$ cat src/rtl/countdown_timer_pkg.sv
// Shared types and constants for the egg-timer countdown path.
// Latency: n/a (declarations only).
// Backpressure: n/a.
package egg_timer_pkg;

    typedef enum logic [1:0] {
        IDLE    = 2'd0,
        LOADED  = 2'd1,
        RUN     = 2'd2,
        EXPIRED = 2'd3
    } state_t;

    // Width of one BCD digit
    localparam int DIGIT_W = 4;

    // Largest legal value of a ones digit and of the seconds-tens digit
    localparam int ONES_MAX     = 9;
    localparam int SEC_TENS_MAX = 5;

endpackage

$ cat src/rtl/countdown_timer_if.sv
// Control inputs and display/status outputs of the countdown timer.
// Latency: n/a (wiring only).
// Backpressure: none; all signals are level/strobe, no handshake.
interface countdown_timer_if #(
    parameter int SIZE = 4
);
    logic            load;
    logic [7:0]      preset_min;
    logic [7:0]      preset_sec;
    logic            is_counting;
    logic            sec_clk;
    logic            ack;
    logic [SIZE-1:0] min_tens;
    logic [SIZE-1:0] min_ones;
    logic [SIZE-1:0] sec_tens;
    logic [SIZE-1:0] sec_ones;
    logic            running;
    logic            done;
    logic            alarm;

    // Side that drives controls and watches the display
    modport master (
        output load, preset_min, preset_sec, is_counting, sec_clk, ack,
        input  min_tens, min_ones, sec_tens, sec_ones, running, done, alarm
    );

    // Timer side
    modport slave (
        input  load, preset_min, preset_sec, is_counting, sec_clk, ack,
        output min_tens, min_ones, sec_tens, sec_ones, running, done, alarm
    );
endinterface

$ cat src/rtl/countdown_timer_bcd_down_digit.sv
// One BCD down-counting digit with clamped load and borrow chain.
// Latency: 1 clk from load/dec to digit; borrow_out is combinational.
// Backpressure: none; load has priority over decrement.
module bcd_down_digit
    import egg_timer_pkg::*;
#(
    parameter int W   = DIGIT_W,
    parameter int MAX = ONES_MAX
) (
    input  logic         clk,
    input  logic         rst,
    input  logic         load,
    input  logic [W-1:0] load_val,
    input  logic         dec,
    input  logic         borrow_in,
    output logic [W-1:0] digit,
    output logic         borrow_out
);

    localparam logic [W-1:0] MAX_V = W'(MAX);

    logic [W-1:0] digit_q;

    // This digit underflows (and so borrows from the next) only when it is
    // actually being decremented while already at zero.
    assign borrow_out = dec & borrow_in & (digit_q == '0);
    assign digit      = digit_q;

    // Digit register: clamped load, else decrement with wrap to MAX
    always_ff @(posedge clk) begin
        if (!rst) begin
            digit_q <= '0;
        end else if (load) begin
            digit_q <= (load_val > MAX_V) ? MAX_V : load_val;
        end else if (dec && borrow_in) begin
            digit_q <= (digit_q == '0) ? MAX_V : digit_q - W'(1);
        end
    end

endmodule

$ cat src/rtl/countdown_timer.sv
// mm:ss BCD countdown driven by sec_clk rising edges, with expiry alarm.
// Latency: 1 clk from the tick/load cycle to registered digits/state.
// Backpressure: none; load beats tick and ack, ack beats tick in EXPIRED.
module countdown_timer
    import egg_timer_pkg::*;
#(
    parameter int SIZE        = DIGIT_W,
    parameter int ALARM_TICKS = 30
) (
    input  logic                clk,
    input  logic                rst,
    countdown_timer_if.slave    bus
);

    localparam int              CNT_W    = (ALARM_TICKS > 1) ? $clog2(ALARM_TICKS) : 1;
    localparam logic [CNT_W-1:0] CNT_LAST = CNT_W'(ALARM_TICKS - 1);

    state_t           state;
    logic             sec_clk_q;
    logic             alarm_q;
    logic [CNT_W-1:0] alarm_cnt;

    logic             tick;
    logic             dec;
    logic             at_zero;
    logic             at_one;

    logic [SIZE-1:0]  mt, mo, st, so;
    logic             b_so, b_st, b_mo, b_mt;

    // Rising edge of sec_clk; sec_clk_q resets high so a high sec_clk at
    // reset release does not count as a tick.
    assign tick = bus.sec_clk & ~sec_clk_q;

    assign at_zero = (mt == '0) && (mo == '0) && (st == '0) && (so == '0);
    assign at_one  = (mt == '0) && (mo == '0) && (st == '0) && (so == SIZE'(1));

    // Decrement on a running tick; never decrement from 00:00 (that tick
    // goes straight to EXPIRED instead) and never on a load cycle.
    assign dec = !bus.load && tick && bus.is_counting && !at_zero &&
                 ((state == LOADED) || (state == RUN));

    bcd_down_digit #(.W(SIZE), .MAX(ONES_MAX)) u_sec_ones (
        .clk        (clk),
        .rst        (rst),
        .load       (bus.load),
        .load_val   (SIZE'(bus.preset_sec[3:0])),
        .dec        (dec),
        .borrow_in  (1'b1),
        .digit      (so),
        .borrow_out (b_so)
    );

    bcd_down_digit #(.W(SIZE), .MAX(SEC_TENS_MAX)) u_sec_tens (
        .clk        (clk),
        .rst        (rst),
        .load       (bus.load),
        .load_val   (SIZE'(bus.preset_sec[7:4])),
        .dec        (dec),
        .borrow_in  (b_so),
        .digit      (st),
        .borrow_out (b_st)
    );

    bcd_down_digit #(.W(SIZE), .MAX(ONES_MAX)) u_min_ones (
        .clk        (clk),
        .rst        (rst),
        .load       (bus.load),
        .load_val   (SIZE'(bus.preset_min[3:0])),
        .dec        (dec),
        .borrow_in  (b_st),
        .digit      (mo),
        .borrow_out (b_mo)
    );

    // The minutes-tens borrow is never consumed: 00:01 expires before any
    // decrement could underflow the top digit.
    bcd_down_digit #(.W(SIZE), .MAX(ONES_MAX)) u_min_tens (
        .clk        (clk),
        .rst        (rst),
        .load       (bus.load),
        .load_val   (SIZE'(bus.preset_min[7:4])),
        .dec        (dec),
        .borrow_in  (b_mo),
        .digit      (mt),
        .borrow_out (b_mt)
    );

    // Control FSM, tick edge register and alarm blink/timeout counter
    always_ff @(posedge clk) begin
        if (!rst) begin
            state     <= IDLE;
            sec_clk_q <= 1'b1;
            alarm_q   <= 1'b0;
            alarm_cnt <= '0;
        end else begin
            sec_clk_q <= bus.sec_clk;
            if (bus.load) begin
                state     <= LOADED;
                alarm_q   <= 1'b0;
                alarm_cnt <= '0;
            end else begin
                case (state)
                    IDLE: begin
                        state <= IDLE;
                    end
                    LOADED: begin
                        if (bus.is_counting && tick) begin
                            if (at_zero || at_one) begin
                                state     <= EXPIRED;
                                alarm_q   <= 1'b1;
                                alarm_cnt <= '0;
                            end else begin
                                state <= RUN;
                            end
                        end
                    end
                    RUN: begin
                        // Pause is checked ahead of the tick
                        if (!bus.is_counting) begin
                            state <= LOADED;
                        end else if (tick && (at_one || at_zero)) begin
                            state     <= EXPIRED;
                            alarm_q   <= 1'b1;
                            alarm_cnt <= '0;
                        end
                    end
                    EXPIRED: begin
                        if (bus.ack) begin
                            state     <= IDLE;
                            alarm_q   <= 1'b0;
                            alarm_cnt <= '0;
                        end else if (tick) begin
                            if (alarm_cnt == CNT_LAST) begin
                                state     <= IDLE;
                                alarm_q   <= 1'b0;
                                alarm_cnt <= '0;
                            end else begin
                                alarm_cnt <= alarm_cnt + CNT_W'(1);
                                alarm_q   <= ~alarm_q;
                            end
                        end
                    end
                    default: begin
                        state <= IDLE;
                    end
                endcase
            end
        end
    end

    assign bus.min_tens = mt;
    assign bus.min_ones = mo;
    assign bus.sec_tens = st;
    assign bus.sec_ones = so;
    assign bus.running  = (state == RUN);
    assign bus.done     = (state == EXPIRED);
    assign bus.alarm    = alarm_q;

endmodule

$ cat src/flat_wrapper.sv
// flat-port wrapper written by rule: the top's interface ports become plain ports
module countdown_timer_flat import egg_timer_pkg::*;
#(
    parameter int SIZE        = DIGIT_W,
    parameter int ALARM_TICKS = 30
)
  (clk, rst, bus_load, bus_preset_min, bus_preset_sec, bus_is_counting, bus_sec_clk, bus_ack, bus_min_tens, bus_min_ones, bus_sec_tens, bus_sec_ones, bus_running, bus_done, bus_alarm);
  countdown_timer_if #(.SIZE(SIZE)) bus_i ();
  input  logic clk;
  input  logic rst;
  input wire logic [$bits(bus_i.load)-1:0] bus_load;
  input wire logic [$bits(bus_i.preset_min)-1:0] bus_preset_min;
  input wire logic [$bits(bus_i.preset_sec)-1:0] bus_preset_sec;
  input wire logic [$bits(bus_i.is_counting)-1:0] bus_is_counting;
  input wire logic [$bits(bus_i.sec_clk)-1:0] bus_sec_clk;
  input wire logic [$bits(bus_i.ack)-1:0] bus_ack;
  output wire logic [$bits(bus_i.min_tens)-1:0] bus_min_tens;
  output wire logic [$bits(bus_i.min_ones)-1:0] bus_min_ones;
  output wire logic [$bits(bus_i.sec_tens)-1:0] bus_sec_tens;
  output wire logic [$bits(bus_i.sec_ones)-1:0] bus_sec_ones;
  output wire logic [$bits(bus_i.running)-1:0] bus_running;
  output wire logic [$bits(bus_i.done)-1:0] bus_done;
  output wire logic [$bits(bus_i.alarm)-1:0] bus_alarm;
  assign bus_i.load = bus_load;
  assign bus_i.preset_min = bus_preset_min;
  assign bus_i.preset_sec = bus_preset_sec;
  assign bus_i.is_counting = bus_is_counting;
  assign bus_i.sec_clk = bus_sec_clk;
  assign bus_i.ack = bus_ack;
  assign bus_min_tens = bus_i.min_tens;
  assign bus_min_ones = bus_i.min_ones;
  assign bus_sec_tens = bus_i.sec_tens;
  assign bus_sec_ones = bus_i.sec_ones;
  assign bus_running = bus_i.running;
  assign bus_done = bus_i.done;
  assign bus_alarm = bus_i.alarm;
  countdown_timer #(.SIZE(SIZE), .ALARM_TICKS(ALARM_TICKS)) u_core (.clk(clk), .rst(rst), .bus(bus_i));
endmodule
$ cat config.mk
export PLATFORM = sky130hd
export DESIGN_NAME = countdown_timer_flat
export DESIGN_NICKNAME = d
export VERILOG_FILES = /design/src/rtl/countdown_timer_pkg.sv /design/src/rtl/countdown_timer_if.sv /design/src/rtl/countdown_timer_bcd_down_digit.sv /design/src/rtl/countdown_timer.sv /design/src/flat_wrapper.sv
export SDC_FILE = /design/constraint.sdc
export NUM_CORES = 1
export LEC_CHECK = 0
export ABC_AREA = 0
export CORE_MARGIN = 5
export CORE_UTILIZATION = 48
export DETAILED_ROUTE_END_ITERATION = 16
export PLACE_DENSITY = 0.8
export SYNTH_ARGS = -nofsm -noshare
export SYNTH_HDL_FRONTEND = slang
export SYNTH_SLANG_ARGS = --single-unit
$ cat constraint.sdc
create_clock -name clk -period 2.8 [get_ports clk]
set_clock_uncertainty 0.15 [all_clocks]
set_input_delay 0.42 -clock clk [delete_from_list [all_inputs] [get_ports clk]]
set_output_delay 0.42 -clock clk [all_outputs]
set_load 0.1 [all_outputs]
# Yosys cells after proc, flatten, opt, wreduce, memory -nomap -nowiden

Cells that the tools add are included.
W data, S select, Z words.

Output and inout bits: 19
Register bits: 25
Input port bits: 22

Reductions and logical operators: 31
Magnitude comparators: 4
Bitwise logic cells: 9
Add/subtract/negate cells: 5
Equal/unequal tests: 16
Mux-type cells: 41

Operator list:

| operator              | number |
|---|---|
| $mux W4               | 16 |
| $mux W5               | 7 |
| $logic_not A4 Y1      | 4 |
| $sub A4 B1 Y4 const B | 4 |
| $pmux W5 S3           | 1 |
| $logic_and A1 B1 Y1   | 13 |
| $gt A4 B4 Y1 const B  | 3 |
| $mux W2               | 6 |
| $ne A4 B3 Y1 const B  | 3 |
| $mux W1               | 9 |
| $ne A3 B2 Y1 const B  | 3 |
| $pmux W2 S4           | 1 |
| $reduce_and A4 Y1     | 2 |
| $reduce_bool A2 Y1    | 4 |
| $and A1 B1 Y1         | 6 |
| $ne A2 B2 Y1 const B  | 3 |
| $reduce_and A6 Y1     | 1 |
| $add A5 B1 Y5 const B | 1 |
| $eq A5 B5 Y1 const B  | 1 |
| $eq A2 B2 Y1 const B  | 2 |
| $eq A4 B1 Y1 const B  | 1 |
| $gt A4 B3 Y1 const B  | 1 |
| $ne A3 B3 Y1 const B  | 1 |
| $not A1 Y1            | 3 |
| other kinds (8)       | 10 |

# Logic depth before layout (Yosys ltp)

Word-level depth: 15
Gate-level depth with buffers: 7

# By module

Synthesis repeated with hierarchy kept, for this count alone.

Cell total of the unflattened synthesis: 179
Area total of the unflattened synthesis: 1655.3 um2

Modules (own cells, without submodules):

| module                                  | area each (um2) | cells an instance | instances | seq. area each (um2) |
|---|---|---|---|---|
| bcd_down_digit at u_core.u_min_ones ... | 247.7           | 25                | 3         | 80.1 |
| countdown_timer                         | 689.4           | 76                | 1         | 180.2 |
| bcd_down_digit at u_core.u_sec_tens     | 222.7           | 28                | 1         | 80.1 |

# Worst setup path after synthesis

Ideal clock, no wire load.

Kind: reg-to-reg
Start: register u_core.u_sec_tens.digit_q[0] (netlist: u_core.u_sec_tens.digit[0])
End: register u_core.u_min_ones.digit_q[0] (netlist: u_core.u_min_ones.digit[0])
Path buffers: 0
Required time: 2.576 ns
Arrival time: 2.558 ns
Cell stages (with the launch flop): 5
Setup slack: 0.017 ns
Clock period less this slack: 2.783 ns
Library setup time: 0.074 ns
Cells stage by stage: dfxtp_1 or4_4 or4_4 or4_1 a31oi_1

Word-level cells in the longest chain between the ends: 11

RTL lines:

| what                                  | line                                                        | text |
|---|---|---|
| from (decl)                           | countdown_timer_bcd_down_digit.sv:22                        | `logic [W-1:0] digit_q;` |
| from (signal assigned)                | countdown_timer_bcd_down_digit.sv:34                        | `digit_q <= (load_val > MAX_V) ? MAX_V : load_val;` |
| from (signal assigned)                | countdown_timer_bcd_down_digit.sv:36                        | `digit_q <= (digit_q == '0) ? MAX_V : digit_q - W'(1);` |
| $logic_not A4 Y1 *                    | countdown_timer_bcd_down_digit.sv:26, countdown_timer.sv:35 |  |
| $logic_and A1 B1 Y1 (2 in series)     | countdown_timer.sv:35                                       | `assign at_zero = (mt == '0) && (mo == '0) && (st == '0) && (so == '0);` |
| $logic_not A1 Y1                      | countdown_timer.sv:40                                       | `assign dec = !bus.load && tick && bus.is_counting && !at_zero &&` |
| $logic_and A1 B1 Y1 (2 in series)     | countdown_timer.sv:40                                       |  |
| $and A1 B1 Y1 (3 in series)           | countdown_timer_bcd_down_digit.sv:26                        | `assign borrow_out = dec & borrow_in & (digit_q == '0);` |
| $logic_and A1 B1 Y1 *                 | countdown_timer_bcd_down_digit.sv:35                        | `end else if (dec && borrow_in) begin` |
| $reduce_bool A2 Y1 (no source line) * | n/a                                                         |  |
| to (signal assigned)                  | countdown_timer_bcd_down_digit.sv:34                        |  |
| to (signal assigned)                  | countdown_timer_bcd_down_digit.sv:36                        |  |
| to (decl)                             | countdown_timer_bcd_down_digit.sv:22                        |  |

Every way passes the cells marked *; elsewhere a longest branch is shown, timed or not.
A chain may end at the register's enable or synchronous reset.

# Final worst setup path

Start: register u_core.state[0]
End: register u_core.u_min_ones.digit_q[0] (netlist: u_core.u_min_ones.digit[0])

Word-level cells in the longest chain between the ends: 8
Elaborated cells on any way between the ends: 9
Those cells by class: 2 x eq/ne; 3 x bitwise; 4 x reduce/logical

RTL lines:

| what                                         | line                                 | text |
|---|---|---|
| from (decl)                                  | countdown_timer.sv:18                | `state_t state;` |
| from (signal assigned)                       | countdown_timer.sv:92                | `state <= IDLE;` |
| from (signal assigned)                       | countdown_timer.sv:99                | `state <= LOADED;` |
| from (signal assigned)                       | countdown_timer.sv:105               | `state <= IDLE;` |
| $eq A2 B1 Y1 or $eq A2 B2 Y1 (tied branches) | countdown_timer.sv:41                | `((state == LOADED) \|\| (state == RUN));` |
| $logic_or A1 B1 Y1 *                         | countdown_timer.sv:41                |  |
| $logic_and A1 B1 Y1 *                        | countdown_timer.sv:40                |  |
| $and A1 B1 Y1 (3 in series)                  | countdown_timer_bcd_down_digit.sv:26 |  |
| $logic_and A1 B1 Y1 *                        | countdown_timer_bcd_down_digit.sv:35 |  |
| $reduce_bool A2 Y1 (no source line) *        | n/a                                  |  |

Marks and branches as above.

==> flow_summary.ini <==
[placement]
io_buffers = 40
dp_hpwl_um = 3297
place_congestion = 0.8328
placedCellCount = 274

[synth]
syn_avg_cell_area_um2 = 8.086
synthSimpleGateAreaFrac = 0.3261
ys_seq_area_frac = 0.3328
synth_top_cell_by_area = dfxtp_1
synth_area_leaders = dfxtp_1 (33%), ha_1 (5.0%), nand2_1 (4.5%), o21ai_0 (4.3%), a21oi_1 (4.0%)
synth.distinct_cells = 44
netlist_instances = 186
synth_compound_area_frac = 0.2413
synth-seq-cells = 25
synthFlopType = dfxtp_1
synthMuxAreaShare = 0.02745
synth-adder-area-share = 0.04992
ys_warn_count = 0
synth_top_family_by_area = simple AND/OR/NAND/NOR gates
synth_top_area_share = 0.3328
synth_edf_count = 0
synth_xor_area_frac = 0
synth_area_mm2 = 0.001504
syn_nets = 214
ys_async_sr_fraction = 0

[pwr]
power_density_mw_per_mm2 = 417.0
p_leak_nw = 0.7655
ir_drop_mv = 0.2204

[drt]
route.detailed.drc = 0
top_layer = met4
wl_per_cell_um = 15.23
drtIter0Drc = 99
antenna_left = 0
wl_met2_um = 2065
dr_wl_met3_um = 172
met1Wirelength_um = 1940
dr.pass1.iters = 4
via_count = 1622
routed_wl_um = 4233
via_per_inst = 5.835

[grt]
grt_pass1_wl_um = 6982
track_usage = 0.2012
gr-total-overflow = 0
grt_pass1_vias = 1588
grt_max_degree = 16
antenna_found_initial = 0

[clock_network]
clk_pin_slew_ns = 0.14
cts.sinks = 25
cts_hold_buf = 0
cts_tree = built
clock_latency_ns = 0.32
clock_path_buffers = 2
cts_root_buffer = clkbuf_4
cts_setup_buffers = 0
cts_buffers = 3
cts_max_level = 1
cts_resized = 0

[final_layout]
area_delta_synth_final_pct = 31.70
final_cells = 278
diodes = 0
regArea_um2 = 500.5
n_fill_cell = 267
drive_gt1_frac = 0.1538
nNetsFinal = 263
multi_input_area_um2 = 969.7

[sta]
min_period_ns = 2.665
tns_ns = 0
slew_viol_final = 0
setup_viol = 0
rsz0062_at_grt = no
worst_pin_slew_ns = 0.6147
fmax_mhz = 375.3
timing.slew.headroom = 0.5848
finalCritPeriodShare = 0.9516
final_hold_viol_count = 0

[critical_path]
worstSetupEndpointType = flip-flop
crit_buf_inv = 1
path_class = reg -> reg
crit_required_ns = 2.91
cp_cell_sequence = inv_1 -> ha_1 -> or3b_2 -> or4_4 -> or4_1 -> a31oi_1
crit_arrival_ns = 2.78
crit_fanout = 6
cpPeakStageDelay_ns = 0.51
start_kind = flip-flop
slowest_stage = or3b_2
critPathTopFamily = simple AND/OR/NAND/NOR gates

[floorplanning]
rows = 20
fp.dieW_um = 65.98
io_pins = 41
die_h_um = 65.98
start_util = 0.4967
core_area_mm2 = 0.003028
dieArea_mm2 = 0.004353

[worst_hold_path]
hp-class = reg -> reg

[run_status]
status = completed

[run]
maxCapViolCount = 0
worst paths after layout:
check              startpoint                         end  slack (ns)  cells after the start
max           u_core.state[0]  u_core.u_min_ones.digit[0]        0.14                      6
max reg2reg   u_core.state[0]  u_core.u_min_ones.digit[0]        0.14                      6
min reg2reg  u_core.bus.alarm            u_core.bus.alarm        0.34                      2
min          u_core.bus.alarm            u_core.bus.alarm        0.34                      2
stage by stage:
step	utilization	setup WS [ns]	power, mW	hold WS (ns)	instance area, µm²
floorplan	-	0.01739	0.5764	0.2901	1504
global placement	0.6450	0.1380	0.6621	0.3084	1953
detailed placement	0.6450	0.1114	0.6691	0.3177	1953
CTS	0.6541	0.1417	0.8297	0.3383	1981
global route	0.6541	0.02028	0.8641	0.3568	1981
finish	0.6541	0.1354	0.8260	0.3363	1981
cell usage in the layout (no fill, tap or decap), types with 4 or more instances in the layout:
cell / netlist / layout
nor3_1: 4 / 4
nand3_1: 4 / 4
or4_1: 5 / 5
nor4_1: 6 / 6
o31ai_1: 6 / 6
ha_1: 6 / 6
buf_4: 0 / 26
a31oi_1: 4 / 4
clkdlybuf4s50_1: 0 / 21
o21ai_0: 13 / 13
dfxtp_1: 25 / 25
nor2b_1: 4 / 4
nand2b_1: 4 / 4
and3_1: 5 / 5
nand2_1: 18 / 18
a21oi_1: 12 / 12
inv_1: 6 / 6
or3_1: 4 / 4
o211ai_1: 4 / 4
nor2_1: 12 / 12
per-layer routing:
layer / up-vias / global-route usage
met5: - / 0
met3: 4 / 0.02041
met2: 46 / 0.3592
met4: 0 / 0.06345
met1: 761 / 0.2518
li1: 811 / -
final cells by class:
| class | instances | area share |
|---|---|---|
| clock inverter | 1 | 0.002527 |
| sequential | 25 | 0.2527 |
| tap | 44 | 0.02780 |
| clock buffer | 3 | 0.01137 |
| multi-input combinational | 152 | 0.4896 |
| timing repair buffer | 47 | 0.2047 |
| inverter | 6 | 0.01137 |
Yosys cell counts (all sizes together) (2+ instances only):
master and instances:
inv 6, or4 7, ha 6, a21oi 12, dfxtp 25, and3 5
nor4 6, or3 4, nand4b 2, or2 2, nor2b 4, and2 2
nand4 3, nor2 12, nand2 18, o22ai 2, o211ai 4, o31ai 6
nor3 5, o21ai 13, o21a 3, nand3b 3, a31oi 4, nor3b 3
a21boi 2, clkbuf 3, nand2b 4, nand3 4, a2111oi 2, mux2i 3
report_power, final:
part	switching (mW)	internal, mW
Clock	0.110	0.0535
Combinational	0.177	0.0927
Sequential	0.0207	0.371
Total	0.308	0.518
logic make-up after synthesis:
| logic type | count (synthesis) |
|---|---|
| compound gates | 56 |
| buf+inv | 9 |
| flops | 25 |
| fa+ha+maj | 6 |
| mux | 4 |
| simple gates | 86 |
sequential cells by signal (all words and copies together) (netlist names):
name and count:
u_core.u_sec_ones.digit 4, u_core.bus.alarm 1, u_core.sec_clk_q 1, u_core.u_min_ones.digit 4, u_core.alarm_cnt 5, u_core.u_sec_tens.digit 4
u_core.state 2, u_core.u_min_tens.digit 4
worst min-delay path, cell delays in order, from the launching register on:
cell and delay, ns:
dfxtp_1 0.35, nand2_1 0.06, a21oi_1 0.05
Note: power is estimated with default switching activity, not from simulation.
